--- src/rtl/scan_sequencer_pkg.sv ---
// Shared types and defaults for the decoder scan sequencer.
package scan_sequencer_pkg;

    typedef enum logic [1:0] {
        S_STOP = 2'd0,
        S_SHOW = 2'd1,
        S_GAP  = 2'd2
    } state_t;

    localparam logic [1:0] ENA_ON  = 2'b10;
    localparam logic [1:0] ENA_OFF = 2'b01;

    localparam int unsigned DIV_MAX_DEF = 100000;
    localparam int unsigned DIV_W_DEF   = 17;
    localparam int unsigned GAP_CYC_DEF = 4;
    localparam int unsigned GAP_W_DEF   = 3;

    // Modulo-8 channel step in the requested direction.
    function automatic logic [2:0] step_idx(input logic [2:0] idx, input logic dir);
        return dir ? idx - 3'd1 : idx + 3'd1;
    endfunction

endpackage

--- src/rtl/scan_sequencer_rise_edge_det.sv ---
// Rising-edge detector: pulses while the input is high and was low last cycle.
module rise_edge_det (
    input  logic clk,
    input  logic rst,
    input  logic iSig,
    output logic oPulse
);

    logic prev;

    always_ff @(posedge clk) begin
        if (rst) begin
            prev <= 1'b0;
        end else begin
            prev <= iSig;
        end
    end

    assign oPulse = iSig & ~prev;

endmodule

--- src/rtl/scan_sequencer.sv ---
// Time-multiplexing channel sequencer feeding a 3-to-8 decoder, with
// blanking gaps between channels and stop/single-step/direction control.
module scan_sequencer
    import scan_sequencer_pkg::*;
#(
    parameter int unsigned DIV_MAX = DIV_MAX_DEF,
    parameter int unsigned DIV_W   = DIV_W_DEF,
    parameter int unsigned GAP_CYC = GAP_CYC_DEF,
    parameter int unsigned GAP_W   = GAP_W_DEF
) (
    input  logic       clk,
    input  logic       rst,
    input  logic       iRun,
    input  logic       iStep,
    input  logic       iDir,
    input  logic       iBlank,
    output logic [2:0] oData,
    output logic [1:0] oEna,
    output logic       oTick,
    output logic       oWrap
);

    localparam logic [DIV_W-1:0] DIV_LAST = DIV_W'(DIV_MAX - 1);
    localparam logic [GAP_W-1:0] GAP_LAST = GAP_W'((GAP_CYC > 0) ? GAP_CYC - 1 : 0);

    state_t           state_q, state_d;
    logic [2:0]       idx_q, idx_d;
    logic [DIV_W-1:0] div_q, div_d;
    logic [GAP_W-1:0] gap_q, gap_d;
    logic [1:0]       ena_q, ena_d;
    logic             tick_q, tick_d;
    logic             wrap_q, wrap_d;
    logic             advance;
    logic             step_pulse;

    rise_edge_det u_step_edge (
        .clk    (clk),
        .rst    (rst),
        .iSig   (iStep),
        .oPulse (step_pulse)
    );

    // State and output registers.
    always_ff @(posedge clk) begin
        if (rst) begin
            state_q <= S_STOP;
            idx_q   <= 3'd0;
            div_q   <= '0;
            gap_q   <= '0;
            ena_q   <= ENA_OFF;
            tick_q  <= 1'b0;
            wrap_q  <= 1'b0;
        end else begin
            state_q <= state_d;
            idx_q   <= idx_d;
            div_q   <= div_d;
            gap_q   <= gap_d;
            ena_q   <= ena_d;
            tick_q  <= tick_d;
            wrap_q  <= wrap_d;
        end
    end

    // Next-state, counters and advance decision.
    always_comb begin
        state_d = state_q;
        div_d   = div_q;
        gap_d   = gap_q;
        advance = 1'b0;

        case (state_q)
            S_STOP: begin
                if (iRun) begin
                    state_d = S_SHOW;
                    div_d   = '0;
                end else if (step_pulse) begin
                    advance = 1'b1;
                end
            end
            S_SHOW: begin
                if (!iRun) begin
                    state_d = S_STOP;
                    div_d   = '0;
                end else if (div_q == DIV_LAST) begin
                    div_d = '0;
                    if (GAP_CYC > 0) begin
                        state_d = S_GAP;
                        gap_d   = '0;
                    end else begin
                        advance = 1'b1;
                    end
                end else begin
                    div_d = div_q + DIV_W'(1);
                end
            end
            S_GAP: begin
                // The gap always runs to completion; iRun only picks the exit.
                if (gap_q == GAP_LAST) begin
                    advance = 1'b1;
                    gap_d   = '0;
                    div_d   = '0;
                    state_d = iRun ? S_SHOW : S_STOP;
                end else begin
                    gap_d = gap_q + GAP_W'(1);
                end
            end
            default: begin
                state_d = S_STOP;
                div_d   = '0;
                gap_d   = '0;
            end
        endcase

        idx_d  = advance ? step_idx(idx_q, iDir) : idx_q;
        tick_d = advance;
        wrap_d = advance && (iDir ? (idx_q == 3'd0) : (idx_q == 3'd7));
        ena_d  = ((state_d != S_GAP) && !iBlank) ? ENA_ON : ENA_OFF;
    end

    assign oData = idx_q;
    assign oEna  = ena_q;
    assign oTick = tick_q;
    assign oWrap = wrap_q;

endmodule

--- config.mk ---
export PLATFORM = sky130hd
export DESIGN_NAME = scan_sequencer
export DESIGN_NICKNAME = d
export VERILOG_FILES = /design/src/rtl/scan_sequencer_pkg.sv /design/src/rtl/scan_sequencer_rise_edge_det.sv /design/src/rtl/scan_sequencer.sv
export SDC_FILE = /design/constraint.sdc
export NUM_CORES = 1
export LEC_CHECK = 0
export BUFFER_PORTS_ARGS = -buffer_cell sky130_fd_sc_hd__clkbuf_2
export CAP_MARGIN = 30
export CORE_ASPECT_RATIO = 2
export CORE_MARGIN = 8
export CORE_UTILIZATION = 25
export DETAILED_ROUTE_END_ITERATION = 12
export PLACE_DENSITY = 0.46
export SYNTH_ARGS = -nofsm -noshare
export SYNTH_HDL_FRONTEND = slang
export SYNTH_SLANG_ARGS = --single-unit
--- constraint.sdc ---
create_clock -name clk -period 1.7 [get_ports clk]
set_input_delay 0.085 -clock clk [delete_from_list [all_inputs] [get_ports clk]]
set_output_delay 0.085 -clock clk [all_outputs]
set_load 0.02 [all_outputs]
# == Word level (Yosys, flattened, before mapping) ==
# Index checks and enable logic that the tools add are counted.
# totals
regBits,30
input_bits,6
output_inout_bits,7
elab_cells,54
# classes
addsub,4
n_eq_ne,10
mux,22
n_bitwise,3
reduce_logical,7
# op_table
op,count
$mux W17,4
$pmux W17 S3,1
$add A17 B1 Y17 const B,1
$eq A17 B17 Y1 const B,1
$mux W3,4
$mux W2,5
$ne A2 B2 Y1 const B,5
$pmux W3 S3,1
$add A3 B1 Y3 const B,2
$pmux W2 S3,1
$mux W1,5
$eq A3 B2 Y1 const B,1
$eq A3 B3 Y1 const B,1
$logic_not A3 Y1,1
$reduce_and A3 Y1,1
$sub A3 B1 Y3 const B,1
$eq A2 B1 Y1 const B,1
$eq A2 B2 Y1 const B,1
$logic_and A1 B1 Y1,2
$logic_not A2 Y1,1
$not A1 Y1,2
$pmux W1 S2,1
$reduce_and A2 Y1,1
$and A1 B1 Y1,1
$logic_not A1 Y1,1

# == Depth between registers and ports, before layout ==
# logic_depth
depth_word,7
depth_mapped,8
mapped_depth_nobuf,6

# == Hierarchy ==
# From an unflattened synthesis, not the netlist that was laid out.
# hier_totals
hier_cells,166
area_unflattened_um2,1611.5
# by_module_without_submodules
mod,n_inst,cells_each,area_each_um2,seq_area_each_um2
scan_sequencer,1,163,1564.0,580.6
rise_edge_det,1,3,47.5,20.0

# == Worst setup path before layout ==
# OpenSTA, ideal clock, no wires.
# synth_path
kind,flip-flop to flip-flop
startpoint,reg gap_q[0]
endpoint,reg div_q[15]
setup_time_ps,115
arrival_ps,1594
t_required_ps,1585
slack_ps,-9
path_stages_with_launch,7
n_path_buf,0
period_less_slack_ps,1709
path_cell_list,dfxtp_1 -> ha_1 -> and3b_4 -> nor3_1 -> nor4_1 -> xnor2_1 -> and2_1
# synth_between
elab_chain_cells,3
# synth_rtl
item,line,source
"start, declared",scan_sequencer.sv:29,"logic [GAP_W-1:0] gap_q, gap_d;"
"start signal, assigned",scan_sequencer.sv:57,gap_q <= gap_d;
$eq A3 B2 Y1,scan_sequencer.sv:98,if (gap_q == GAP_LAST) begin
$ne A2 B2 Y1 (no source line),--,
$reduce_and A2 Y1 (no source line),--,
"end signal, assigned",scan_sequencer.sv:56,div_q <= div_d;
"end, declared",scan_sequencer.sv:28,"logic [DIV_W-1:0] div_q, div_d;"
# Every way passes these cells.
# A chain may end at the register's enable or synchronous reset.

# == Worst setup path after layout ==
# layout_path
startpoint,reg gap_q[1]
endpoint,reg div_q[6]
# The elaborated chain is that of the path after synthesis.

==> flow_summary.json <==
{
  "cp.arrival_ns": 1.83,
  "cap_violations": 0,
  "yosysWarnings": 0,
  "grt_first_pass_wirelength_mm": 6.88,
  "initial_core_util_pct": 25.9,
  "ir_worst_vdd_uv": 687,
  "grt_max_degree": 13,
  "leakagePower_nw": 0.887,
  "first_global_vias": 1433,
  "worst_ep_required_time_ns": 1.87,
  "drt_iter0_markers": 61,
  "die_area_um2": 8780,
  "cp-start-kind": "flop",
  "routedWlPerCell_um": 14.8,
  "routed_via_density": 4.93,
  "setup_viol_count_final": 0,
  "total_power_mw": 1.86,
  "core_area_um2": 5710,
  "synth-seq-area-share_pct": 40.6,
  "wl_mm": 4.19,
  "worstRegToRegCells": 7,
  "clock_skew_ns": 0.00146,
  "clock_path_buffers": 2,
  "ys.flop_type": "dfxtp_1",
  "fin_nets": 230,
  "crit_path_max_incr_delay_ns": 0.35,
  "timing.fmax_ghz": 0.602,
  "hold_viol": 0,
  "cts_made_buffers": 5,
  "tns_ns": 0,
  "drcViolationCount": 0,
  "crit_type": "flop to flop",
  "path_delay_family": "simple AND/OR/NAND/NOR gates",
  "slew_viol_final": 0,
  "timing.rr.start": "gap_q[1]",
  "crit_end": "div_q[6]",
  "fillers": 582,
  "avgSynthCellArea_um2": 9.02,
  "clk_pin_slew_ns": 0.05,
  "layout_common_cells": "41 x buf_4, 24 x dfxtp_1, 14 x nor2_1",
  "timing.critical_path.buf_inv": 1,
  "clock_latency_ns": 0.28,
  "status": "complete, no violations",
  "postSynthCellCount": 164,
  "ant_nets": 0,
  "cpMaxStageDelayCell": "or3_4",
  "hpwl_mm": 3.11,
  "r2r_slack_ns": 0.04,
  "grt_setup_unrepaired": "true",
  "vias": 1396,
  "hold_path_class": "input pin to flop",
  "die_h_um": 125,
  "r2r_end": "div_q[6]",
  "fin_crit_sh_pct": 97.7,
  "cp_cell_sequence": "ha_2, and3b_4, or3_4, buf_4, nand4_1, xnor2_1, and2_1",
  "die_x_um": 70.4,
  "syn_to_final_growth_pct": 48.3,
  "antenna_found_initial": 0,
  "syn_area_um2": 1480,
  "cp_num_cells": 7,
  "diodes": 0,
  "place_congestion": 0.777,
  "row_count": 39,
  "pre_cts_ws_ns": -0.171,
  "overflow": 0,
  "synth_cell_types": 46,
  "cts_tree": "built",
  "relSlewSlack_pct": 75.1,
  "worstMarginPinSlew_ns": 0.373,
  "clock_sinks": 30,
  "startpoint": "gap_q[1]",
  "crit_path_end_kind": "flop",
  "power_density_nw_per_um2": 846,
  "utilization_pct": 38.4,
  "drive_above_1_share_pct": 40.1,
  "cts-root-buf": "clkbuf_16",
  "grt.total_usage_pct": 10.1,
  "fin_crit_ns": 1.66,
  "timing.final.ws_setup_ns": 0.0397,
  "ys_ff_latch": 30,
  "ios": 13,
  "synth_fp_nets": 173,
  "synth_edf_count": 0,
  "critPathMaxFanout": 6,
  "async_flop_share_pct": 0,
  "drt-pass1-iter-count": 4,
  "io_buffers": 12,
  "final_common_cell": "buf_4",
  "h-tree-depth": 2
}
## sequential cells by signal, summed over array words and instances (netlist names)
| register | flops |
|---|---|
| oWrap | 1 |
| oEna | 2 |
| oTick | 1 |
| state_q | 2 |
| oData | 3 |
| u_step_edge.prev | 1 |
| div_q | 17 |
| gap_q | 3 |
## metal layers
| metal | share of wire [%] | GRT usage (%) | up-vias |
|---|---|---|---|
| li1 | - | - | 697 |
| met1 | 35 | 8.53 | 665 |
| met2 | 58 | 19.0 | 23 |
| met3 | 2.9 | 3.19 | 11 |
| met4 | 3.9 | 6.79 | 0 |
| met5 | 0 | 0 | - |
## worst min path at each step
stage / to / startpoint / cells past startpoint
6_report: u_step_edge.prev / iStep / 2
5_1_grt: u_step_edge.prev / iStep / 2
4_1_cts: u_step_edge.prev / iStep / 2
3_5_place_dp: oEna[0] / iBlank / 3
3_3_place_gp: oEna[0] / iBlank / 3
2_1_floorplan: oEna[0] / iBlank / 2
## cell families (layout without fill, tap and decap cells)
kind of cell    count (synthesis)  count (layout)  share of synthesized area (%)
mux                             1               1                          0.677
compound gates                 30              31                           13.3
flops                          30              30                           40.6
xor+xnor                       12              12                           7.11
simple gates                   75              75                           30.0
fa+ha+maj                       3               3                           3.05
buf+inv                        13              70                           5.25
## repair_timing
item,4_1_cts,5_1_grt
endpoints found under the setup margin,16,19
gates cloned,0,1
endpoints found under the hold margin,1,0
hold buffers,1,0
gates resized for setup,22,8
setup buffers,2,0
pin swaps,7,6
## cells in the mapped netlist, types with 2 or more instances
library cell	instances	area [um2]
and2_1	11	68.8
o21a_1	3	22.5
xnor2_1	10	87.6
a21oi_1	7	35.0
inv_1	7	26.3
or3_1	2	12.5
a31oi_1	5	31.3
nor3_1	6	30.0
o21ai_1	2	10.0
nand4_1	7	43.8
dfxtp_1	30	601
o21ai_0	4	20.0
nor4_1	2	12.5
and3_1	3	18.8
ha_1	2	25.0
a22o_1	2	17.5
nand2_1	9	33.8
and3_2	2	15.0
nor2_1	15	56.3
nand3_1	3	15.0
xor2_1	2	17.5
clkbuf_1	2	7.51
nor4b_1	4	35.0
buf_6	2	22.5
## metrics by stage
| step | std cells | hold slack, ns | cell area (um2) |
|---|---|---|---|
| after floorplan | 164 | 0.191 | 1480 |
| after global placement | 271 | 0.289 | 1870 |
| after detailed placement | 271 | 0.288 | 1870 |
| after CTS | 282 | 0.0232 | 2160 |
| after global routing | 283 | 0.0526 | 2190 |
| final | 283 | 0.0280 | 2190 |
## layout make-up
type	instances	area [um2]	area share, %
Sequential cell	30	608	27.7
Clock buffer	5	125	5.70
Timing Repair Buffer	55	389	17.7
Inverter	7	26.3	1.20
Multi-Input combinational cell	122	928	42.3
Clock inverter	3	40.0	1.83
Tap cell	61	76.3	3.48
## power breakdown
group          switching (mW)  leakage, nW  total (mW)  internal (mW)
clock                   0.318       0.0836        1.00          0.684
sequential            0.00888        0.246       0.725          0.716
combinational          0.0725        0.557       0.129         0.0565
total                   0.400        0.887        1.86           1.46
(Power assumes the default switching activity.)
